File: config.mk
export PLATFORM = sky130hd
export DESIGN_NAME = pipeline_hazard_ctrl
export DESIGN_NICKNAME = d
export VERILOG_FILES = /design/src/rtl/pipeline_hazard_ctrl.sv
export SDC_FILE = /design/constraint.sdc
export NUM_CORES = 1
export LEC_CHECK = 0
export ABC_AREA = 1
export CORE_UTILIZATION = 54
export DETAILED_ROUTE_END_ITERATION = 10
export PLACE_DENSITY = 0.84
export SLEW_MARGIN = 10
export SYNTH_ARGS = -nofsm -noshare
export SYNTH_HDL_FRONTEND = slang
export SYNTH_SLANG_ARGS = --single-unit
File: constraint.sdc
create_clock -name clk -period 3.8 [get_ports clk]
set_clock_uncertainty 0.2 [all_clocks]
set_input_delay 0.76 -clock clk [delete_from_list [all_inputs] [get_ports clk]]
set_output_delay 0.76 -clock clk [all_outputs]
set_load 0.03 [all_outputs]
File: src/rtl/pipeline_hazard_ctrl.sv
`default_nettype none
// ============================================================================
// Module   : pipeline_hazard_ctrl
// Purpose  : Central hazard/stall controller for a 5-stage in-order pipeline.
//            Resolves load-use hazards, taken-branch flushes, data-memory wait
//            states (with timeout abort) and debug halt / single-step with a
//            back-end drain before 'halted' is reported.
// Ports    : clk, rstn                 - clock, async active-low reset
//            idex_memread, idex_rd     - load in ID/EX and its destination
//            ifid_rs1/rs2, ifid_use_*  - IF/ID source registers and usage
//            branch_taken              - taken branch/jump resolved at EX/MEM
//            dmem_req, dmem_ready      - MEM-stage access handshake
//            dbg_halt, dbg_step        - debug halt level / single-step pulse
//            pc_en, ifid_en, exmem_en  - stage-register load enables
//            ifid_flush, idex_flush,
//            memwb_bubble              - NOP insertion controls
//            stall, halted, mem_timeout, stall_count - status
// Revision : 1.0 - initial release
// ============================================================================
module pipeline_hazard_ctrl #(
   parameter int MEM_TIMEOUT  = 16,
   parameter int DRAIN_CYCLES = 3
) (
   input  logic        clk,
   input  logic        rstn,
   input  logic        idex_memread,
   input  logic [4:0]  idex_rd,
   input  logic [4:0]  ifid_rs1,
   input  logic [4:0]  ifid_rs2,
   input  logic        ifid_use_rs1,
   input  logic        ifid_use_rs2,
   input  logic        branch_taken,
   input  logic        dmem_req,
   input  logic        dmem_ready,
   input  logic        dbg_halt,
   input  logic        dbg_step,
   output logic        pc_en,
   output logic        ifid_en,
   output logic        exmem_en,
   output logic        ifid_flush,
   output logic        idex_flush,
   output logic        memwb_bubble,
   output logic        stall,
   output logic        halted,
   output logic        mem_timeout,
   output logic [15:0] stall_count
);

   localparam int c_WAIT_W  = $clog2(MEM_TIMEOUT + 2);
   localparam int c_DRAIN_W = $clog2(DRAIN_CYCLES + 2);

   // The wait counter holds the number of frozen cycles already spent on the
   // current access, so the cycle that sees MEM_TIMEOUT-1 is the last one.
   localparam logic [c_WAIT_W-1:0]  c_WAIT_LAST = c_WAIT_W'(MEM_TIMEOUT - 1);
   localparam logic [c_WAIT_W-1:0]  c_WAIT_ONE  = c_WAIT_W'(1);
   localparam logic [c_DRAIN_W-1:0] c_DRAIN_SAT = c_DRAIN_W'(DRAIN_CYCLES);
   localparam logic [c_DRAIN_W-1:0] c_DRAIN_ONE = c_DRAIN_W'(1);

   typedef enum logic [1:0] {
      ST_RUN     = 2'd0,
      ST_MEMWAIT = 2'd1,
      ST_HALT    = 2'd2,
      ST_STEP    = 2'd3
   } state_t;

   state_t               r_state;
   state_t               w_state_nxt;
   logic [c_WAIT_W-1:0]  r_wait_cnt;
   logic [c_WAIT_W-1:0]  w_wait_nxt;
   logic [c_DRAIN_W-1:0] r_drain_cnt;
   logic [c_DRAIN_W-1:0] w_drain_nxt;
   logic                 r_lu_done;
   logic                 r_mem_timeout;
   logic [15:0]          r_stall_count;

   logic w_mem_busy;
   logic w_hazard;
   logic w_halted;
   logic w_lu_stall;
   logic w_timeout_hit;

   assign w_mem_busy = dmem_req & ~dmem_ready;

   // x0 is never a real dependency, so rd==0 cannot cause a hazard.
   assign w_hazard = idex_memread & (idex_rd != 5'd0) &
                     ((ifid_use_rs1 & (ifid_rs1 == idex_rd)) |
                      (ifid_use_rs2 & (ifid_rs2 == idex_rd)));

   assign w_halted = (r_state == ST_HALT) & (r_drain_cnt >= c_DRAIN_SAT);

   always_comb begin
      w_state_nxt   = r_state;
      w_wait_nxt    = r_wait_cnt;
      w_drain_nxt   = r_drain_cnt;
      w_lu_stall    = 1'b0;
      w_timeout_hit = 1'b0;
      pc_en         = 1'b1;
      ifid_en       = 1'b1;
      exmem_en      = 1'b1;
      ifid_flush    = 1'b0;
      idex_flush    = 1'b0;
      memwb_bubble  = 1'b0;
      stall         = 1'b0;

      case (r_state)
         ST_RUN: begin
            w_wait_nxt = '0;
            if (w_mem_busy) begin
               pc_en        = 1'b0;
               ifid_en      = 1'b0;
               exmem_en     = 1'b0;
               memwb_bubble = 1'b1;
               stall        = 1'b1;
               w_wait_nxt   = c_WAIT_ONE;
               w_state_nxt  = ST_MEMWAIT;
            end else begin
               if (branch_taken) begin
                  // The stalled younger instruction is squashed anyway.
                  ifid_flush = 1'b1;
                  idex_flush = 1'b1;
               end else if (w_hazard && !r_lu_done) begin
                  // r_lu_done limits each hazard to one bubble even if the
                  // ID/EX inputs are not updated in the following cycle.
                  pc_en      = 1'b0;
                  ifid_en    = 1'b0;
                  idex_flush = 1'b1;
                  stall      = 1'b1;
                  w_lu_stall = 1'b1;
               end
               if (dbg_halt) begin
                  w_drain_nxt = '0;
                  w_state_nxt = ST_HALT;
               end
            end
         end

         ST_MEMWAIT: begin
            if (dmem_ready) begin
               w_wait_nxt  = '0;
               w_state_nxt = ST_RUN;
            end else begin
               pc_en        = 1'b0;
               ifid_en      = 1'b0;
               exmem_en     = 1'b0;
               memwb_bubble = 1'b1;
               stall        = 1'b1;
               if (r_wait_cnt >= c_WAIT_LAST) begin
                  w_timeout_hit = 1'b1;
                  w_wait_nxt    = '0;
                  w_state_nxt   = ST_RUN;
               end else begin
                  w_wait_nxt = r_wait_cnt + c_WAIT_ONE;
               end
            end
         end

         ST_HALT: begin
            if (w_mem_busy) begin
               // Memory freeze while draining: drain progress is held.
               pc_en        = 1'b0;
               ifid_en      = 1'b0;
               exmem_en     = 1'b0;
               memwb_bubble = 1'b1;
               stall        = 1'b1;
            end else begin
               pc_en      = 1'b0;
               ifid_en    = 1'b0;
               idex_flush = 1'b1;
               stall      = 1'b1;
               if (r_drain_cnt < c_DRAIN_SAT) begin
                  w_drain_nxt = r_drain_cnt + c_DRAIN_ONE;
               end
               if (!dbg_halt) begin
                  w_state_nxt = ST_RUN;
               end else if (w_halted && dbg_step) begin
                  w_state_nxt = ST_STEP;
               end
            end
         end

         ST_STEP: begin
            w_drain_nxt = '0;
            w_state_nxt = ST_HALT;
         end

         default: begin
            w_state_nxt = ST_RUN;
         end
      endcase

      // While reset is held the pipeline registers are kept loaded with NOPs.
      if (!rstn) begin
         pc_en        = 1'b0;
         ifid_en      = 1'b0;
         exmem_en     = 1'b0;
         ifid_flush   = 1'b1;
         idex_flush   = 1'b1;
         memwb_bubble = 1'b1;
         stall        = 1'b0;
      end
   end

   always_ff @(posedge clk or negedge rstn) begin
      if (!rstn) begin
         r_state       <= ST_RUN;
         r_wait_cnt    <= '0;
         r_drain_cnt   <= '0;
         r_lu_done     <= 1'b0;
         r_mem_timeout <= 1'b0;
         r_stall_count <= '0;
      end else begin
         r_state       <= w_state_nxt;
         r_wait_cnt    <= w_wait_nxt;
         r_drain_cnt   <= w_drain_nxt;
         r_lu_done     <= w_lu_stall;
         r_mem_timeout <= r_mem_timeout | w_timeout_hit;
         if (stall && (r_stall_count != 16'hFFFF)) begin
            r_stall_count <= r_stall_count + 16'd1;
         end
      end
   end

   assign halted      = rstn & w_halted;
   assign mem_timeout = r_mem_timeout;
   assign stall_count = r_stall_count;

endmodule
`default_nettype wire

==> reports/results.ini <==
[worst_setup_path]
critical_path_depth = 11
critical_path.startpoint_type = primary input
regToRegSetupSlack_ns = 1.72
worst_path_largest_cell_delay_ns = 0.59
path_cells = clkdlybuf4s50_1, inv_2, nand2_1, nand2_1, nor2_1, nand3_1, nand2_2, nand3_4, a21oi_4, nor2_1, clkdlybuf4s50_1
crit_end_category = output port
critical-path-top-delay-family = buffers and inverters
reg2regPathDepth = 8
worst_path_fanout_max = 4
crit_path_dat_ns = 2.69
crit_slowest_cell = clkdlybuf4s50_1
timing.critical_path.buf_inv = 3
path_class = primary input to output port
worstPathRequired_ns = 2.84

[drt]
postRouteAntennaNets = 0
detailroute.via_count = 2003
firstDrtPassIters = 4
drcViolationCount = 0
route.final.wire_length_mm = 4.67
route.detailed.wl_per_inst_um = 12.3
vias_per_cell = 5.28
drt_iter0_drc = 168

[yosys]
yosys_register_bits = 28
synth_simple_gate_area_share_pct = 38.3
synth.yosys.seq_area_share_pct = 34.3
synth_top_family_by_area = simple AND/OR/NAND/NOR gates
yosysTopAreaCell = dfrtp_1
synthArstFlopShare_pct = 100
synth.distinct_cells = 35
post-synth-top-count-cell = nand2_1
synth.top_cell.area_share_pct = 34.3
yosys.area_share.adder_pct = 3.06
synth.area.top_cells = dfrtp_1 (34%), nand2_1 (15%), inv_1 (7.3%)
synth-xor-area-share_pct = 6.00
yosys-top-cells-count = nand2_1 (81), inv_1 (40), dfrtp_1 (28), nor2_1 (28), nand4_1 (19)
muxShareOfSynthArea_pct = 0
syn-mean-instance-area_um2 = 7.17
yosys_warnings = 0
netlist_instances = 285
synth_compound_area_share_pct = 6.73
synth-edff-count = 0
netlist_area_um2 = 2040
synth_fp_nets = 315
dominantRegCellSynth = dfrtp_1

[placement]
place_congestion = 0.961
placement.setup.worst_slack_ns = 0.146
place.port_buffers = 49
dpl.hpwl_mm = 3.43
placed_cells_incl_taps = 375

[pwr]
p_leak_nw = 1.33
power.density_cell_area_nw_per_um2 = 477
irDropWorstVdd_v = 0.000341

[timing]
timing.setup.tns_ns = 0
post-route-worst-setup-slack_ns = 0.148
minimum_hold_slack_ns = 0.0726
grt_setup_unrepaired = no
tightestPinTransition_ns = 0.503
final-setup-viol-count = 0
maxClockFrequency_mhz = 274
layout_min_cycle_time_ns = 3.65
hold_viol_final = 0
layout_worst_path_cycle_share_pct = 96.1
max_slew_margin_pct = 66.4
maxSlewViolCount = 0

[grt]
groute.layer.met2.usage_pct = 42.4
grt_max_degree = 45
use_met1_pct = 33.4
use_met3_pct = 2.72
busiest_layer_in_global_routing = met2
grt_pass1_wl_mm = 8.32
number_of_global_route_vias_before_repair = 1960
groute.usage.overall_pct = 25.6
grt_overflow = 0
initial_antenna_violation_count = 0

[clocking]
cts_repair_resize_count = 0
path_clk_slew_ns = 0.10
tritoncts_num_sinks = 28
ctsHoldBuffers = 0
postcts_setup_bufs = 0
cts_buffers = 3
cts-root-to-sink-buffers = 2
htreeDepth = 1
tritoncts = done
worst_skew_pair.late_latency_ns = 0.28
root_buffer = clkbuf_8

[floorplan]
floorplan.rows = 21
core-area_um2 = 3470
floorplan.die.height_um = 63.5
dieArea_um2 = 4040
ios = 50
die-width_um = 63.5
initial_utilization_pct = 58.9

[layout]
number_of_fillers_in_the_final_layout = 286
layout.nets = 364
post_layout_nonfiller_instances = 379
antenna_cells_inserted = 0
post_route_cells_drive_above_1_share_pct = 8.11
area_growth_syn_to_layout_pct = 27.6

[run_status]
run_status = finished clean

[min_path]
timing.hold.worst.class = primary input to async pin

[flow_run]
maximum_capacitance_violations = 0

## final timing paths
| check | from | endpoint |
|---|---|---|
| worst max register to register | stall_count[0]$_DFFE_PN0P_ | stall_count[5]$_DFFE_PN0P_ |
| worst min-delay path | rstn | r_lu_done$_DFF_PN0_ |
| max in group asynchronous | rstn | stall_count[7]$_DFFE_PN0P_ |
| worst min register to register | mem_timeout$_DFF_PN0_ | mem_timeout$_DFF_PN0_ |
| worst max-delay path | idex_rd[1] | pc_en |
| min in group clk | mem_timeout$_DFF_PN0_ | mem_timeout$_DFF_PN0_ |
## placed cells by master (no fill, tap or decap), drive strengths merged, types with 7 or more instances in the layout
| cell | netlist | layout |
|---|---|---|
| nand3 | 17 | 17 |
| clkdlybuf4s50 | 0 | 46 |
| a21oi | 7 | 7 |
| nor2 | 32 | 32 |
| xor2 | 9 | 9 |
| nor3 | 9 | 9 |
| nand2 | 83 | 83 |
| dfrtp | 28 | 28 |
| nand4 | 20 | 20 |
| inv | 46 | 46 |
## cell families after synthesis
family,count (synthesis)
and+or+nand+nor,164
AOI/OAI and AO/OA,21
xor gates and xnor gates,14
DFF,28
adders and majority gates,5
buffers and inverters,53
## area by class of cell
type / count / area, um^2 / area share [%]
multi-input cells: 204 / 1110 / 42.4
flip-flops and latches: 28 / 701 / 26.9
repair buffers: 51 / 500 / 19.2
inverters: 46 / 173 / 6.62
well taps: 46 / 57.6 / 2.21
clock buffers: 3 / 41.3 / 1.58
clock inverters: 1 / 30.0 / 1.15
## per-layer routing
metal	share of wire (%)	wire length, um
met1	46	2150
met2	47	2190
met3	4.8	226
met4	2.2	101
met5	0	0
## sequential cells by signal, summed over array words and instances (netlist names)
signal and flops:
r_state 2, stall_count 16, r_lu_done 1, r_drain_cnt 3, mem_timeout 1, r_wait_cnt 5
## worst reg2reg max path, cell delays in order, from the launching register on
cell and delay [ns]:
dfrtp_1 0.46, ha_1 0.28, nand3_2 0.15, nand3b_4 0.17, nor2_4 0.04, nand2_4 0.17, nand4_4 0.27, nand2_1 0.16
nand2_1 0.07
## report_power, final
part / switching, W / internal (W)
sequential: 0.0000752 / 0.000350
clock: 0.0000997 / 0.000141
combinational: 0.000359 / 0.000219
total: 0.000534 / 0.000710
## metrics by stage
stage | utilization (%) | total power, W | area [um^2]
floorplan | - | 0.000821 | 2040
global placement | 73.1 | 0.000991 | 2530
detailed placement | 73.1 | 0.000998 | 2530
CTS | 75.1 | 0.00124 | 2610
global route | 75.2 | 0.00134 | 2610
finish | 75.2 | 0.00124 | 2610
(Power assumes the default switching activity.)
